### src/rtl/cla_adder_pipe.sv
// ---------------------------------------------------------------------------
// cla_adder_pipe -- pipelined carry-lookahead adder/subtractor (multdiv path)
//
// The WIDTH-bit add is cut into NBLK = WIDTH/BLOCK lookahead slices. Stage k
// resolves slice k with a flat lookahead network and registers the slice sum
// and its carry-out. The operands and the partial sum travel with the token.
// The last stage's register is the output register, so latency is NBLK.
//
// Optional feature (macro CLA_SAT_EN): adds input 'sat'. When it is set and
// the result overflows, sum is clamped to the signed max/min value.
//
// Ports:
//   clock, reset_n        rising-edge clock, async active-low reset
//   in_valid / in_ready   operand handshake (in_ready = ~out_valid | out_ready)
//   a, b, sub, cin        operands; sub=1 gives a-b, and then cin is ignored
//   sat                   (CLA_SAT_EN only) clamp the sum on overflow
//   out_valid / out_ready result handshake
//   sum, cout, ovf        result, carry out of the MSB, signed overflow
// ---------------------------------------------------------------------------

// One lookahead slice. Each carry is built directly from the g/p terms of
// the slice and the slice carry-in (no ripple chain). The last iteration
// forms the block generate/propagate, which gives the block carry-out.
module cla_slice #(
  parameter int BLOCK = 8
) (
  input  logic [BLOCK-1:0] a,
  input  logic [BLOCK-1:0] b,
  input  logic             ci,
  output logic [BLOCK-1:0] s,
  output logic             co,
  output logic             cm   // carry into the top bit of the slice
);
  logic [BLOCK-1:0] p, g;
  logic [BLOCK:0]   c;
  logic             gt, pt;

  assign p = a ^ b;
  assign g = a & b;

  always_comb begin
    c    = '0;
    gt   = 1'b0;
    pt   = 1'b0;
    c[0] = ci;
    for (int i = 0; i < BLOCK; i++) begin
      // gt = G[i:0] and pt = P[i:0], both expanded as flat sums of products
      gt = g[i];
      pt = p[i];
      for (int j = i - 1; j >= 0; j--) begin
        gt = gt | (pt & g[j]);
        pt = pt & p[j];
      end
      c[i+1] = gt | (pt & ci);
    end
  end

  assign s  = p ^ c[BLOCK-1:0];
  assign co = c[BLOCK];
  assign cm = c[BLOCK-1];
endmodule

module cla_adder_pipe #(
  parameter int WIDTH = 32,
  parameter int BLOCK = 8
) (
  input  logic             clock,
  input  logic             reset_n,
  input  logic             in_valid,
  output logic             in_ready,
  input  logic [WIDTH-1:0] a,
  input  logic [WIDTH-1:0] b,
  input  logic             sub,
  input  logic             cin,
`ifdef CLA_SAT_EN
  input  logic             sat,
`endif
  output logic             out_valid,
  input  logic             out_ready,
  output logic [WIDTH-1:0] sum,
  output logic             cout,
  output logic             ovf
);
  localparam int NBLK = WIDTH / BLOCK;
  localparam logic [WIDTH-1:0] SMAX = {1'b0, {(WIDTH-1){1'b1}}};
  localparam logic [WIDTH-1:0] SMIN = {1'b1, {(WIDTH-1){1'b0}}};

  if (WIDTH % BLOCK != 0) begin : g_bad_width
    $error("cla_adder_pipe: WIDTH must be a multiple of BLOCK");
  end
  if (BLOCK != 2 && BLOCK != 4 && BLOCK != 8 && BLOCK != 16) begin : g_bad_block
    $error("cla_adder_pipe: BLOCK must be 2, 4, 8 or 16");
  end

  // Token carried down the pipe: operands (b already conditioned),
  // the partial sum, the carry into the next slice and the saturate request.
  typedef struct packed {
    logic [WIDTH-1:0] a;
    logic [WIDTH-1:0] b;
    logic [WIDTH-1:0] s;
    logic             c;
    logic             sat;
  } tok_t;

  logic [NBLK:1] vld_pipe;   // vld_pipe[k] = valid bit of stage k-1's register
  logic          advance;
  logic          sat_in;
  logic          ovf_q;

`ifdef CLA_SAT_EN
  assign sat_in = sat;
`else
  assign sat_in = 1'b0;
`endif

  // Every stage moves together, and bubbles move like tokens. This keeps
  // the latency fixed at NBLK cycles whenever the consumer is not stalling.
  assign advance   = ~vld_pipe[NBLK] | out_ready;
  assign in_ready  = advance;
  assign out_valid = vld_pipe[NBLK];

  always_ff @(posedge clock or negedge reset_n) begin
    if (!reset_n) begin
      vld_pipe <= '0;
    end else if (advance) begin
      vld_pipe[1] <= in_valid;
      for (int k = 2; k <= NBLK; k++) vld_pipe[k] <= vld_pipe[k-1];
    end
  end

  for (genvar k = 0; k < NBLK; k++) begin : g_stg
    tok_t             t_in, t_nxt, t_q;
    logic             v_in;
    logic [BLOCK-1:0] s_sl;
    logic             co, cm;

    if (k == 0) begin : g_first
      // Subtraction is a + ~b + 1.
      assign t_in = {a, (sub ? ~b : b), {WIDTH{1'b0}}, (sub | cin), sat_in};
      assign v_in = in_valid;
    end else begin : g_next
      assign t_in = g_stg[k-1].t_q;
      assign v_in = vld_pipe[k];
    end

    cla_slice #(.BLOCK(BLOCK)) u_slice (
      .a  (t_in.a[k*BLOCK +: BLOCK]),
      .b  (t_in.b[k*BLOCK +: BLOCK]),
      .ci (t_in.c),
      .s  (s_sl),
      .co (co),
      .cm (cm)
    );

    always_comb begin
      t_nxt = t_in;
      t_nxt.s[k*BLOCK +: BLOCK] = s_sl;
      t_nxt.c = co;
      // Overflow means both operands have the same effective sign, so the
      // sign of a picks the clamp direction.
      if (k == NBLK - 1 && t_in.sat && (co ^ cm))
        t_nxt.s = t_in.a[WIDTH-1] ? SMIN : SMAX;
    end

    // Data loads only with a valid token, so the output register keeps the
    // last delivered result while bubbles pass through.
    always_ff @(posedge clock or negedge reset_n) begin
      if (!reset_n)               t_q <= '0;
      else if (advance && v_in)   t_q <= t_nxt;
    end

    if (k == NBLK - 1) begin : g_last
      always_ff @(posedge clock or negedge reset_n) begin
        if (!reset_n)               ovf_q <= 1'b0;
        else if (advance && v_in)   ovf_q <= co ^ cm;  // carry into MSB ^ carry out
      end
    end
  end

  assign sum  = g_stg[NBLK-1].t_q.s;
  assign cout = g_stg[NBLK-1].t_q.c;
  assign ovf  = ovf_q;
endmodule

### config.mk
export PLATFORM = sky130hd
export DESIGN_NAME = cla_adder_pipe
export DESIGN_NICKNAME = d
export VERILOG_FILES = /design/src/rtl/cla_adder_pipe.sv
export SDC_FILE = /design/constraint.sdc
export NUM_CORES = 1
export LEC_CHECK = 0
export CORE_AREA = 4 4 137 139
export DETAILED_ROUTE_END_ITERATION = 8
export DIE_AREA = 0 0 141 143
export GPL_ROUTABILITY_DRIVEN = 1
export PLACE_DENSITY = 0.84
export SYNTH_ARGS = -nofsm -noshare
export SYNTH_HDL_FRONTEND = slang
export SYNTH_HIERARCHICAL = 1
export SYNTH_SLANG_ARGS = --single-unit
### constraint.sdc
create_clock -name clock -period 2.1 [get_ports clock]
set_clock_uncertainty 0.1 [all_clocks]
set_input_delay 0.315 -clock clock [delete_from_list [all_inputs] [get_ports clock]]
set_output_delay 0.315 -clock clock [all_outputs]
set_load 0.03 [all_outputs]
==> results_dict.tcl, run 1 <==
set metrics [dict create \
    path_class "in -> reg" \
    clockBufferDepth 2 \
    tns_ps 0 \
    core_um2 17700 \
    yosys_warnings 6 \
    start_util_pct 48.7 \
    dr.pass1.iters 6 \
    fin_crit_ps 2050 \
    num_vias 5389 \
    ir_drop_v 0.000745 \
    min_period_over_period_pct 97.8 \
    slew_headroom_pct 73.0 \
    post-dp-hpwl_mm 12.6 \
    fin_hold_ws_ps 276 \
    nNetsFinal 882 \
    post-place-ws_ps -408 \
    status "finished clean" \
    die_x_um 141 \
    finalMaxSlewViolations 0 \
    end_kind "flop" \
    num_antenna_cells 0 \
    rows 49 \
    synthesis.nets 735 \
    cts_root_buf "clkbuf_16" \
    worstPathRequired_ps 2320 \
    syn-mean-instance-area_um2 13.8 \
    numPortBuffers 105 \
    layout-drive-gt1-share_pct 34.4 \
    leakagePower_nw 4.75 \
    overflow 0 \
    path_clk_slew_ps 70 \
    setup_slack_ps 47.2 \
    hold_viol 0 \
    dieArea_um2 20200 \
    cts_max_level 4 \
    startpoint_type "primary input" \
    clkLatencyLatePin_ps 430 \
    wl_per_cell_um 17.5 \
    worst_pin_slew_ps 405 \
    grt_usage_pct 18.4 \
    r2r_setup_slack_ps 50 \
    syn_area_um2 8600 \
    die_h_um 143 \
    drt_iter0_drc 199 \
    hold_path_class "in -> async" \
    syn_to_final_growth_pct 27.7 \
    place_congestion 0.858 \
    ant_nets 0 \
    crit_arrival_ps 2270 \
    cts_buffers 17 \
    syn-instance-count 625 \
    via_per_inst 5.31 \
    grt_first_pass_wirelength_mm 29.5 \
    pin_count 106 \
    rsz0062_at_grt "true" \
    grt_pass1_vias 5948 \
    cts_tree "yes" \
    antenna_found_initial 0 \
    wl_mm 17.8 \
    powerDensity_nw_per_um2 1650 \
    drc 0 \
    cts_sinks 185 \
    max_clock_freq_mhz 487 \
    setup-violations-final 0 \
    worst-path-max-fanout 4 \
    cap_violations 0 \
    grt_start_max_net_pins 62 \
]
## path summary, 6_finish.rpt
kind                                           endpoint                         start  cells past startpoint
max in group asynchronous  g_stg[0].t_q[77]$_DFFE_PN0P_                       reset_n                      3
min                         g_stg[2].t_q[4]$_DFFE_PN0P_                       reset_n                      2
min reg2reg                     vld_pipe[4]$_DFFE_PN0P_       vld_pipe[3]$_DFFE_PN0P_                      2
min in group clock         g_stg[0].t_q[87]$_DFFE_PN0P_                         a[21]                      2
max reg2reg                             ovf$_DFFE_PN0P_  g_stg[2].t_q[63]$_DFFE_PN0P_                      7
max                         g_stg[0].t_q[1]$_DFFE_PN0P_                          b[2]                      8
## routing by layer
| layer | vias to the layer above | global-route usage, % | part of all wire (%) |
|---|---|---|---|
| li1 | 2529 | - | - |
| met1 | 2734 | 22.2 | 41 |
| met2 | 105 | 33.5 | 53 |
| met3 | 21 | 4.39 | 4.1 |
| met4 | 0 | 4.39 | 1.2 |
| met5 | - | 0 | 0 |
## where the power goes
part	leakage [nW]	internal (mW)	switching (mW)
Sequential	2.13	5.24	0.955
Clock	0.297	2.03	1.33
Combinational	2.32	4.60	3.94
Total	4.75	11.9	6.23
## cell usage in the layout (no fill, tap or decap), types with 5 or more instances in the layout
master             n
a21o_1            24
a21oi_1           55
and2_4             5
buf_12            12
buf_4             40
clkbuf_16         17
clkdlybuf4s50_1  102
dfrtp_1          185
ha_1              34
inv_1              6
mux2_2           153
mux2_4             5
nand2_2            6
nor2_1            12
o21ai_0            6
xnor2_1           32
xor2_1            25
## worst max-delay path, cell delays in order
cell and delay, ps:
clkdlybuf4s50_1 420, xor2_1 170, ha_1 350, a21o_1 200, a21oi_4 200, nand2_2 90
a211o_1 270, mux2_4 260
## final cells by class
| cell class | count | area (µm²) |
|---|---|---|
| fillers | 1281 | 6670 |
| flip-flops and latches | 185 | 4630 |
| clock buffers | 21 | 450 |
| repair buffers | 157 | 1590 |
| clock inverters | 11 | 171 |
| inverters | 6 | 22.5 |
| multi-input cells | 405 | 3840 |
| well taps | 229 | 287 |
## repair_timing
action                                 4_1_cts  5_1_grt
endpoints found under the hold margin       36        0
cloned                                       0        0
pin swaps                                    3        3
setup endpoints to repair                    1        7
resized for setup                            2        6
hold buffers                                 1        0
buffers inserted                             3        3
## registers in the layout, summed over array words and instances, names as in the netlist
signal     count
cout           1
ovf            1
vld_pipe       4
g_stg.t_q    147
sum           32
## stage by stage
stage                     power (mW)  std cells  area, µm²  utilization [%]
final                           18.1       1014      11000             62.2
after global routing            19.3       1014      11000             62.2
after CTS                       18.1       1011      10900             61.8
after detailed placement        14.5        975      10300             58.1
after global placement          14.0        975      10300             58.1
after floorplan                 11.8        625       8630                -
No activity file was read; power rests on OpenSTA's default activity.
==> run 2, diff against run 1 <==
--- a/constraint.sdc
+++ b/constraint.sdc
@@ -4,2 +4,2 @@
 set_output_delay 0.315 -clock clock [all_outputs]
-set_load 0.03 [all_outputs]
+set_load 0.01 [all_outputs]
==> run 2 against run 1 <==
Routed wire length is 1.6% higher. Sequential power is essentially flat. Cell area is 0.39% lower. Combinational power down 7.7%. Die area unchanged. Power is 4.2% lower. Register-to-register slack lost 40 ps. Global-route usage up 0.47 points. Non-clock buffer count did not move. Flip-flop and latch count stayed put. Via count is 0.41% higher.
==> results_dict.tcl, run 2 (same netlist as run 1, synthesis figures left out) <==
set metrics [dict create \
    setup-violations-final 0 \
    layout_common_cells "dfrtp_1, mux2_2, clkdlybuf4s50_1" \
    top_usage_layer "met2" \
    cts_max_level 4 \
    num_vias 5411 \
    overflow 0 \
    rsz0062_at_grt "true" \
    final_common_cell "dfrtp_1" \
    cp_cell_sequence "ha_1, a21o_1, a21o_1, and2_4, a211o_1, xor2_1, mux2_2" \
    cts_root_buf "clkbuf_16" \
    die_x_um 141 \
    ant_nets 0 \
    layout-drive-gt1-share_pct 33.7 \
    cap_violations 0 \
    ir_drop_v 0.000753 \
    start_util_pct 48.7 \
    cts_tree "yes" \
    pin_count 106 \
    grt_start_max_net_pins 62 \
    met1_usage_pct 22.5 \
    rows 49 \
    numPortBuffers 105 \
    core_um2 17700 \
    max_clock_freq_mhz 478 \
    fin_crit_ps 2090 \
    antenna_found_initial 0 \
    path_clk_slew_ps 60 \
    wl_mm 18.1 \
    grt_first_pass_wirelength_mm 30.1 \
    regMostFlops "g_stg.t_q" \
    grt_use_met3_pct 3.99 \
    hold_viol 0 \
    r2r-start "g_stg[2].t_q[95]$_DFFE_PN0P_" \
    leakagePower_nw 4.75 \
    slew_headroom_pct 73.6 \
    hold_path_class "in -> async" \
    drt_iter0_drc 135 \
    min_period_over_period_pct 99.7 \
    critical-path-max-stage-delay_ps 390 \
    drc 0 \
    largest_register_ffs 147 \
    clockBufferDepth 2 \
    cts_buffers 17 \
    reg2reg_to "ovf$_DFFE_PN0P_" \
    path_class "reg -> reg" \
    worst_pin_slew_ps 396 \
    nNetsFinal 882 \
    fin_hold_ws_ps 262 \
    cpMaxStageDelayCell "dfrtp_1" \
    dr.pass1.iters 4 \
    worst-path-max-fanout 2 \
    end_kind "flop" \
    crit_path_frequent_cell "a21o_1" \
    total_power_mw 17.3 \
    post-dp-hpwl_mm 13.0 \
    powerDensity_nw_per_um2 1580 \
    rr_worst_depth 7 \
    via_per_inst 5.34 \
    place_congestion 0.865 \
    num_antenna_cells 0 \
    finalMaxSlewViolations 0 \
    dieArea_um2 20200 \
    clkLatencyLatePin_ps 430 \
    syn_to_final_growth_pct 27.2 \
    cts_sinks 185 \
    met2_usage_pct 33.6 \
    grt_pass1_vias 6062 \
    status "finished clean" \
    grt_usage_pct 18.9 \
    startpoint_type "flop" \
    die_h_um 143 \
    worstPathRequired_ps 2310 \
    wl_per_cell_um 17.8 \
    r2r_setup_slack_ps 6 \
    crit_arrival_ps 2310 \
]
-- run 2: stage by stage --
stage                     area, µm²  std cells  utilization (%)  setup slack [ps]  TNS (ps)
after floorplan                8630        625                -              -107      -167
after global placement        10300        976             58.1              -303     -1770
after detailed placement      10300        976             58.1              -373     -2200
after CTS                     10900       1008             61.5              7.55         0
after global routing          10900       1013             62.0             -45.7     -45.7
final                         10900       1013             62.0              6.28         0
-- run 2: area by class of cell --
class,count,area (µm²)
fill,1301,6710
sequential,185,4630
multi-input combinational,405,3830
timing repair buffer,157,1580
clock buffer,25,485
tap,229,287
clock inverter,6,113
inverter,6,22.5
-- run 2: layer usage --
metal  up-vias  share of wire [%]
met3        32                4.0
li1       2523                  -
met1      2730                 40
met2       126                 54
met5         -                  0
met4         0                1.9
-- run 2: repair_timing --
action,4_1_cts,5_1_grt
pin swaps,2,8
endpoints found under the hold margin,36,0
hold buffers,1,0
setup buffers,0,5
resized for setup,0,8
endpoints found under the setup margin,1,3
-- run 2: how the worst max path moves through the flow --
stage | slack (ps) | cells after the start | to | from
floorplan | -110 | 9 | g_stg[0].t_q[1]$_DFFE_PN0P_ | sub
global placement | -300 | 8 | g_stg[0].t_q[1]$_DFFE_PN0P_ | b[2]
detailed placement | -370 | 9 | g_stg[0].t_q[9]$_DFFE_PN0P_ | b[2]
CTS | 8 | 7 | ovf$_DFFE_PN0P_ | g_stg[2].t_q[63]$_DFFE_PN0P_
global route | -50 | 7 | ovf$_DFFE_PN0P_ | g_stg[2].t_q[95]$_DFFE_PN0P_
finish | 6 | 7 | ovf$_DFFE_PN0P_ | g_stg[2].t_q[95]$_DFFE_PN0P_
-- run 2: worst max-delay path: cells and delay by family, from the launching register on --
family	cells	cell delay [ps]
and+or+nand+nor	1	160
adders and majority gates	1	320
xor gates and xnor gates	1	150
DFF	1	390
muxes	1	250
AOI/OAI and AO/OA	3	610
-- run 2: power breakdown --
part	internal, mW	leakage [nW]	switching [mW]
Clock	1.97	0.292	1.27
Sequential	5.24	2.13	0.973
Combinational	4.50	2.33	3.39
Total	11.7	4.75	5.63
